[config.mk]
export PLATFORM = sky130hd
export DESIGN_NAME = secuenciador_mac
export DESIGN_NICKNAME = d
export VERILOG_FILES = /design/src/rtl/secuenciador_mac.sv
export SDC_FILE = /design/constraint.sdc
export NUM_CORES = 1
export LEC_CHECK = 0
export CORE_MARGIN = 2
export CORE_UTILIZATION = 47
export DETAILED_ROUTE_END_ITERATION = 12
export PLACE_DENSITY = 0.95
export SYNTH_ARGS = -nofsm -noshare
export SYNTH_HDL_FRONTEND = slang
export SYNTH_SLANG_ARGS = --single-unit
[constraint.sdc]
create_clock -name clk -period 3.4 [get_ports clk]
set_clock_uncertainty 0.05 [all_clocks]
set_input_delay 1.02 -clock clk [delete_from_list [all_inputs] [get_ports clk]]
set_output_delay 1.02 -clock clk [all_outputs]
set_load 0.02 [all_outputs]
[src/rtl/secuenciador_mac.sv]
// -----------------------------------------------------------------------------
// secuenciador_mac
//
// Sequential FIR / multiply-accumulate controller. For every accepted sample
// it walks TAPS coefficients. Each step it presents one coefficient, one
// delayed sample and the running sum to a shared external arithmetic stage.
// It then takes that stage's 2N-bit result, rescales it back to Q(N-F).F and
// saturates it to N bits. The saturated value becomes the next running sum.
// After the last tap, that value is the filter output.
//
// Optional build macro:
//   SECUENCIADOR_ROUND_EN  - rescale rounds half-up instead of truncating
//                            toward minus infinity.
//
// Ports:
//   clk           system clock, rising edge
//   rst_n         asynchronous active-low reset
//   start         one-cycle request; x_in holds a new sample
//   x_in          new signed sample (N bits)
//   coef_in       packed coefficients, coefficient i at [i*N +: N]
//   Constantes_G  coefficient to the arithmetic stage
//   Multip_G      delayed sample to the arithmetic stage
//   Entrada_G     running sum to the arithmetic stage
//   Valores       combinational 2N-bit result from the arithmetic stage
//   y_out         registered filter result
//   done          one-cycle pulse when y_out updates
//   busy          high while an operation is in flight (MAC and FIN)
//   sat           high if any step of the last operation saturated
//
// Handshake: start is a single-cycle request. It is only accepted in IDLE,
// which is when busy is low. A start seen while busy is dropped and is not
// queued. The matching completion is a single-cycle done pulse. Valores must
// be valid in the same cycle that Constantes_G, Multip_G and Entrada_G are
// presented.
//
// The FSM state is held in the register `state` (IDLE/MAC/FIN) so that
// checkers can bind to it.
// -----------------------------------------------------------------------------
module secuenciador_mac #(
  parameter int N    = 25,
  parameter int F    = 10,
  parameter int TAPS = 3
) (
  input  logic                clk,
  input  logic                rst_n,
  input  logic                start,
  input  logic [N-1:0]        x_in,
  input  logic [TAPS*N-1:0]   coef_in,
  output logic [N-1:0]        Constantes_G,
  output logic [N-1:0]        Multip_G,
  output logic [N-1:0]        Entrada_G,
  input  logic [2*N-1:0]      Valores,
  output logic [N-1:0]        y_out,
  output logic                done,
  output logic                busy,
  output logic                sat
);

  localparam int IW = $clog2(TAPS);

  // Saturation bounds, sign-extended to the 2N+1-bit rescale width.
  localparam logic signed [2*N:0] MAX_V = {{(N+2){1'b0}}, {(N-1){1'b1}}};
  localparam logic signed [2*N:0] MIN_V = {{(N+2){1'b1}}, {(N-1){1'b0}}};

  typedef enum logic [1:0] {
    IDLE = 2'd0,
    MAC  = 2'd1,
    FIN  = 2'd2
  } state_t;

  state_t          state;
  state_t          state_nxt;

  logic [N-1:0]    d [TAPS];
  logic [N-1:0]    acc;
  logic [IW-1:0]   idx;
  logic            sat_int;

  logic            last_step;
  logic [N-1:0]    coef_sel;
  logic signed [2*N:0] val_ext;
  logic signed [2*N:0] val_adj;
  logic signed [2*N:0] r_shift;
  logic [N-1:0]    res;
  logic            step_sat;

  assign last_step = (idx == IW'(TAPS - 1));
  assign coef_sel  = coef_in[int'(idx)*N +: N];

  // One extra bit of headroom so that adding the rounding constant can never
  // wrap the 2N-bit result.
  assign val_ext = $signed({Valores[2*N-1], Valores});

`ifdef SECUENCIADOR_ROUND_EN
  localparam logic signed [2*N:0] RND = (2*N+1)'(1) <<< (F - 1);
  assign val_adj = val_ext + RND;
`else
  assign val_adj = val_ext;
`endif

  assign r_shift = val_adj >>> F;

  // Clamp the rescaled step result to the N-bit signed range.
  always_comb begin
    res      = r_shift[N-1:0];
    step_sat = 1'b0;
    if (r_shift > MAX_V) begin
      res      = MAX_V[N-1:0];
      step_sat = 1'b1;
    end else if (r_shift < MIN_V) begin
      res      = MIN_V[N-1:0];
      step_sat = 1'b1;
    end
  end

  // Next-state logic and the arithmetic-stage operand outputs.
  always_comb begin
    state_nxt    = state;
    Constantes_G = '0;
    Multip_G     = '0;
    Entrada_G    = '0;
    case (state)
      IDLE: begin
        if (start) state_nxt = MAC;
      end
      MAC: begin
        Constantes_G = coef_sel;
        Multip_G     = d[idx];
        Entrada_G    = acc;
        if (last_step) state_nxt = FIN;
      end
      FIN: begin
        state_nxt = IDLE;
      end
      default: state_nxt = IDLE;
    endcase
  end

  assign busy = (state != IDLE);

  always_ff @(posedge clk or negedge rst_n) begin
    if (!rst_n) begin
      state   <= IDLE;
      acc     <= '0;
      idx     <= '0;
      sat_int <= 1'b0;
      y_out   <= '0;
      done    <= 1'b0;
      sat     <= 1'b0;
      for (int i = 0; i < TAPS; i++) d[i] <= '0;
    end else begin
      state <= state_nxt;
      done  <= 1'b0;
      case (state)
        IDLE: begin
          if (start) begin
            d[0] <= x_in;
            for (int i = 1; i < TAPS; i++) d[i] <= d[i-1];
            acc     <= '0;
            idx     <= '0;
            sat_int <= 1'b0;
          end
        end
        MAC: begin
          acc <= res;
          idx <= idx + 1'b1;
          if (step_sat) sat_int <= 1'b1;
          if (last_step) begin
            y_out <= res;
            sat   <= sat_int | step_sat;
            done  <= 1'b1;
          end
        end
        default: ;
      endcase
    end
  end

endmodule

# Word-level counts from Yosys, hierarchy flattened

Index checks and enable logic that the tools add are counted.

Bitwise operators: 2
Shift operators: 1
Multiply operators: 1
$lt $le $gt $ge: 3
Equal/unequal tests: 5
Multiplexer cells: 22
Reduce and logical (&&, ||, !) cells: 8
$add $sub $neg: 1

Operator list:

| operator                                                                          | number |
|---|---|
| 25-bit 2-to-1 mux                                                                 | 8 |
| 75-bit by 8-bit variable part select with 25-bit output                           | 1 |
| 25-bit binary-select mux with 2-bit select                                        | 1 |
| 25-bit case mux with 2 select lines                                               | 1 |
| 40-bit by 25-bit greater-than comparator with 1-bit output, second input constant | 1 |
| 40-bit by 25-bit < comparator with 1-bit output, second input constant            | 1 |
| 2-bit case mux with 2 select lines                                                | 2 |
| 2-bit AND reduction                                                               | 4 |
| 2-bit by 5-bit multiplier with 7-bit output, second input constant                | 1 |
| 1-bit 2-to-1 mux                                                                  | 6 |
| 2-bit 2-to-1 mux                                                                  | 3 |
| 2-bit inequality test, second input constant                                      | 3 |
| 2-bit nonzero test                                                                | 2 |
| 3-bit greater-or-equal comparator, second input constant                          | 1 |
| 2-bit inverter with 3-bit output                                                  | 1 |
| 3-bit AND reduction                                                               | 1 |
| 2-bit by 1-bit adder with 2-bit output, second input constant                     | 1 |
| 2-bit by 1-bit == test with 1-bit output, second input constant                   | 1 |
| 2-bit == test, second input constant                                              | 1 |
| 2-bit zero test                                                                   | 1 |
| 1-bit case mux with 2 select lines                                                | 1 |
| 1-bit bitwise OR                                                                  | 1 |

Register bits after elaboration: 132
Output and inout port bits: 103
Bits of input ports: 153

# Logic depth before layout (Yosys ltp)

Depth after elaboration: 5
Depth in mapped cells: 8

# Worst setup path after synthesis

Ideal clock, no wire load.

Path type: input-to-output
From: in coef_in[50]
To: out Constantes_G[0]
Stages on the path: 4
Buffers on the path: 0
Path slack: 0.843 ns
Data required time: 2.330 ns
Data arrival time: 1.487 ns
Cells stage by stage: mux2i_1 nor2_1 a21oi_1 nor2_1

Longest elaborated chain between the ends: 2

RTL lines:

| what                                                    | line | text |
|---|---|---|
| start: declaration                                      | 48   | `input logic [TAPS*N-1:0] coef_in,` |
| 75-bit by 8-bit variable part select with 25-bit output | 88   | `assign coef_sel = coef_in[int'(idx)*N +: N];` |
| 25-bit 2-to-1 mux                                       | 122  | `case (state)` |
| end: declaration                                        | 49   | `output logic [N-1:0] Constantes_G,` |

Every way passes these cells.

# Final worst setup path

From: reg idx[1]
To: out Multip_G[8]

Longest elaborated chain between the ends: 5

RTL lines:

| what                                                   | line | text |
|---|---|---|
| start: declaration                                     | 76   | `logic [IW-1:0] idx;` |
| start signal: assignment                               | 166  | `idx <= idx + 1'b1;` |
| 2-bit inverter with 3-bit output (not written as such) | 128  | `Multip_G = d[idx];` |
| 25-bit binary-select mux with 2-bit select             | 128  |  |
| 25-bit 2-to-1 mux (not written as such) (2 in a row)   | 128  |  |
| 25-bit 2-to-1 mux                                      | 122  |  |
| end: declaration                                       | 50   | `output logic [N-1:0] Multip_G,` |

Every way passes these cells. The select of a mux whose other input is x is not followed.

==> impl_metrics.tcl <==
set metrics [dict create \
    p_per_area_mw_per_mm2 1080 \
    ys_top_cells_by_area "dfrtp_1 51%, mux2_2 13%, mux2i_1 7.8%" \
    synth.distinct_cells 34 \
    grt_start_max_net_pins 79 \
    grt_use_total_pct 26.1 \
    cp.depth 6 \
    htree_num_levels 4 \
    routed_wl_mm 19.0 \
    worstRegToRegCells 5 \
    finalWeightedCongestion 0.794 \
    synth.cells.most_frequent "132 x dfrtp_1, 102 x nor2_1, 75 x mux2_2" \
    io_pins 256 \
    synth-seq-cells 132 \
    clk_latency_ns 0.41 \
    slowest_stage "clkdlybuf4s50_1" \
    core_mm2 0.0133 \
    cts_root_buffer "clkbuf_16" \
    synth_area_mm2 0.00642 \
    cp_cell_sequence "buf_12 > mux2i_1 > nor2_1 > a21oi_1 > nor2_1 > clkdlybuf4s50_1" \
    cts.sinks 132 \
    slew-limit-headroom_pct 26.2 \
    tightest_slew_ns 1.11 \
    dr_total_vias 5572 \
    grt_overflow 0 \
    cts_buffers 17 \
    path_class "flop to primary output" \
    first_iter_violations 301 \
    max_cap_viol_count 0 \
    synth_most_common_cell "dfrtp_1" \
    die_y_um 121 \
    synth-main-ff-cell "dfrtp_1" \
    fp.dieW_um 121 \
    grt_pass1_vias 5597 \
    outcome "finished, final reports clean" \
    hp-class "flop to flop" \
    synth_top_area_share_pct 51.4 \
    rsz0062_at_grt "no" \
    report.power.total_w 0.0105 \
    syn-num-nets 723 \
    fillers 906 \
    preCtsSetupSlack_ns -0.191 \
    antenna_cells 0 \
    holdPathStages 2 \
    p_leak_nw 4.11 \
    period_needed_ns 3.30 \
    cpPeakStageDelay_ns 0.63 \
    grt_pass1_wl_mm 29.5 \
    yosysSeqAreaShare_pct 51.4 \
    critPathMostFrequentCell "nor2_1" \
    finalMaxSlewViolations 0 \
    synthArstFlopShare_pct 100 \
    clock.fmax_ghz 0.303 \
    fp.dieArea_mm2 0.0146 \
    fin_crit_sh_pct 97.2 \
    cp_max_fo 25 \
    yosys_warnings 0 \
    clockBufferDepth 2 \
    nNetsFinal 956 \
    layout-drive-gt1-share_pct 16.9 \
    syn2layout_area_growth_pct 51.4 \
    required_ns 2.33 \
    io_buffers 245 \
    cts_tree "yes" \
    via_per_inst 5.62 \
    drc 0 \
    arrival_ns 2.23 \
    ant_nets 0 \
    cp_top_family "buffers and inverters" \
    synthCells 569 \
    irDropWorstVdd_v 0.000644 \
    whs_ns 0.451 \
    drt_pass1_iterations 5 \
    worst-path-buf-inv 2 \
    endpoint_kind "primary output" \
    fin_ws_ns 0.0967 \
    clkTransAtPathRegs_ns 0.06 \
    start_kind "flop" \
    dp_hpwl_mm 12.7 \
    initial_utilization_pct 48.3 \
    antenna_found_initial 0 \
    synth_edf_count 0 \
    rows 42 \
    setup_violations 0 \
    wl_per_cell_um 19.2 \
    yosysTopAreaCell "dfrtp_1" \
    avgSynthCellArea_um2 11.3 \
    hold_violations 0 \
]
-- final cells by class --
type	count	area, um2	share of cell area (%)
Inverter	4	15.0	0.154
Sequential cell	132	3310	34.0
Multi-Input combinational cell	386	2900	29.8
Timing Repair Buffer	261	2600	26.8
Clock inverter	15	251	2.59
Clock buffer	17	425	4.38
Tap cell	176	220	2.27
-- routing by layer --
layer / part of all wire [%] / wire [um] / global-route usage (%)
met1: 37 / 7110 / 30.3
met3: 7.8 / 1470 / 6.91
met2: 51 / 9700 / 44.5
met5: 0 / 0 / 0
met4: 3.8 / 718 / 12.9
-- timing repair --
action / 4_1_cts / 5_1_grt
setup buffers: 2 / 0
cloned: 0 / 0
setup endpoints to repair: 28 / 14
hold buffers: 0 / 0
resized for setup: 25 / 1
-- worst register-to-register path: cells and delay by family, from the launching register on --
kind | cells | cell delay, ns
buf+inv | 1 | 0.30
flops | 1 | 0.47
compound gates | 1 | 0.30
simple gates | 3 | 1.29
-- power breakdown --
group	internal (W)	leakage, nW	total, W	switching, W
clock	0.00138	0.320	0.00209	0.000705
sequential	0.00239	1.56	0.00292	0.000530
combinational	0.00265	2.23	0.00547	0.00282
-- layout by cell type, fill, tap and decap left out, drive strengths merged, types with 2 or more instances in the layout --
cell type,Yosys,final
and2,25,25
clkdlybuf4s50,0,219
dfrtp,132,132
clkinvlp,0,3
clkbuf,17,17
nor3,4,4
a21oi,50,50
and4,4,4
a221o,48,48
clkinv,0,3
o21ai,3,3
mux2,75,75
inv,4,7
nor4,4,4
nor2,105,105
mux2i,50,50
buf,30,17
nand2,5,5
dlygate4sd2,0,25
nor2b,2,2
bufinv,0,6
-- sequential cells by signal, indices dropped and copies added (netlist names) --
name / cells
d: 75
idx: 2
done: 1
sat_int: 1
state: 2
sat: 1
y_out: 25
acc: 25
-- logic make-up (layout without fill, tap and decap cells) --
| family | after synthesis | after routing | synth area share [%] |
|---|---|---|---|
| simple gates | 155 | 155 | 11.4 |
| mux | 125 | 125 | 20.9 |
| compound gates | 105 | 105 | 12.2 |
| buf+inv | 51 | 297 | 3.76 |
| flops | 132 | 132 | 51.4 |
| fa+ha+maj | 1 | 1 | 0.195 |
-- path summary, 6_finish.rpt --
check	slack [ns]	from	to
max in group asynchronous	2.01	rst_n	acc[6]$_DFFE_PN0P_
worst max register to register	0.93	state[0]$_DFFE_PN0P_	y_out[11]$_DFFE_PN0P_
worst min register to register	0.45	acc[24]$_DFFE_PN0P_	acc[24]$_DFFE_PN0P_
worst max-delay path	0.1	idx[1]$_DFFE_PN0P_	Multip_G[8]
min in group asynchronous	0.51	rst_n	y_out[19]$_DFFE_PN0P_
worst min-delay path	0.45	acc[24]$_DFFE_PN0P_	acc[24]$_DFFE_PN0P_
-- per-stage QoR --
stage | setup TNS [ns] | cells | instance area (um2) | util [%]
finish | 0 | 991 | 9720 | 73.1
global route | 0 | 991 | 9720 | 73.1
CTS | 0 | 991 | 9720 | 73.1
detailed placement | -1.66 | 957 | 9050 | 68.1
global placement | -1.19 | 957 | 9050 | 68.1
floorplan | 0 | 569 | 6420 | -
Power figures use the tool's default switching activity.
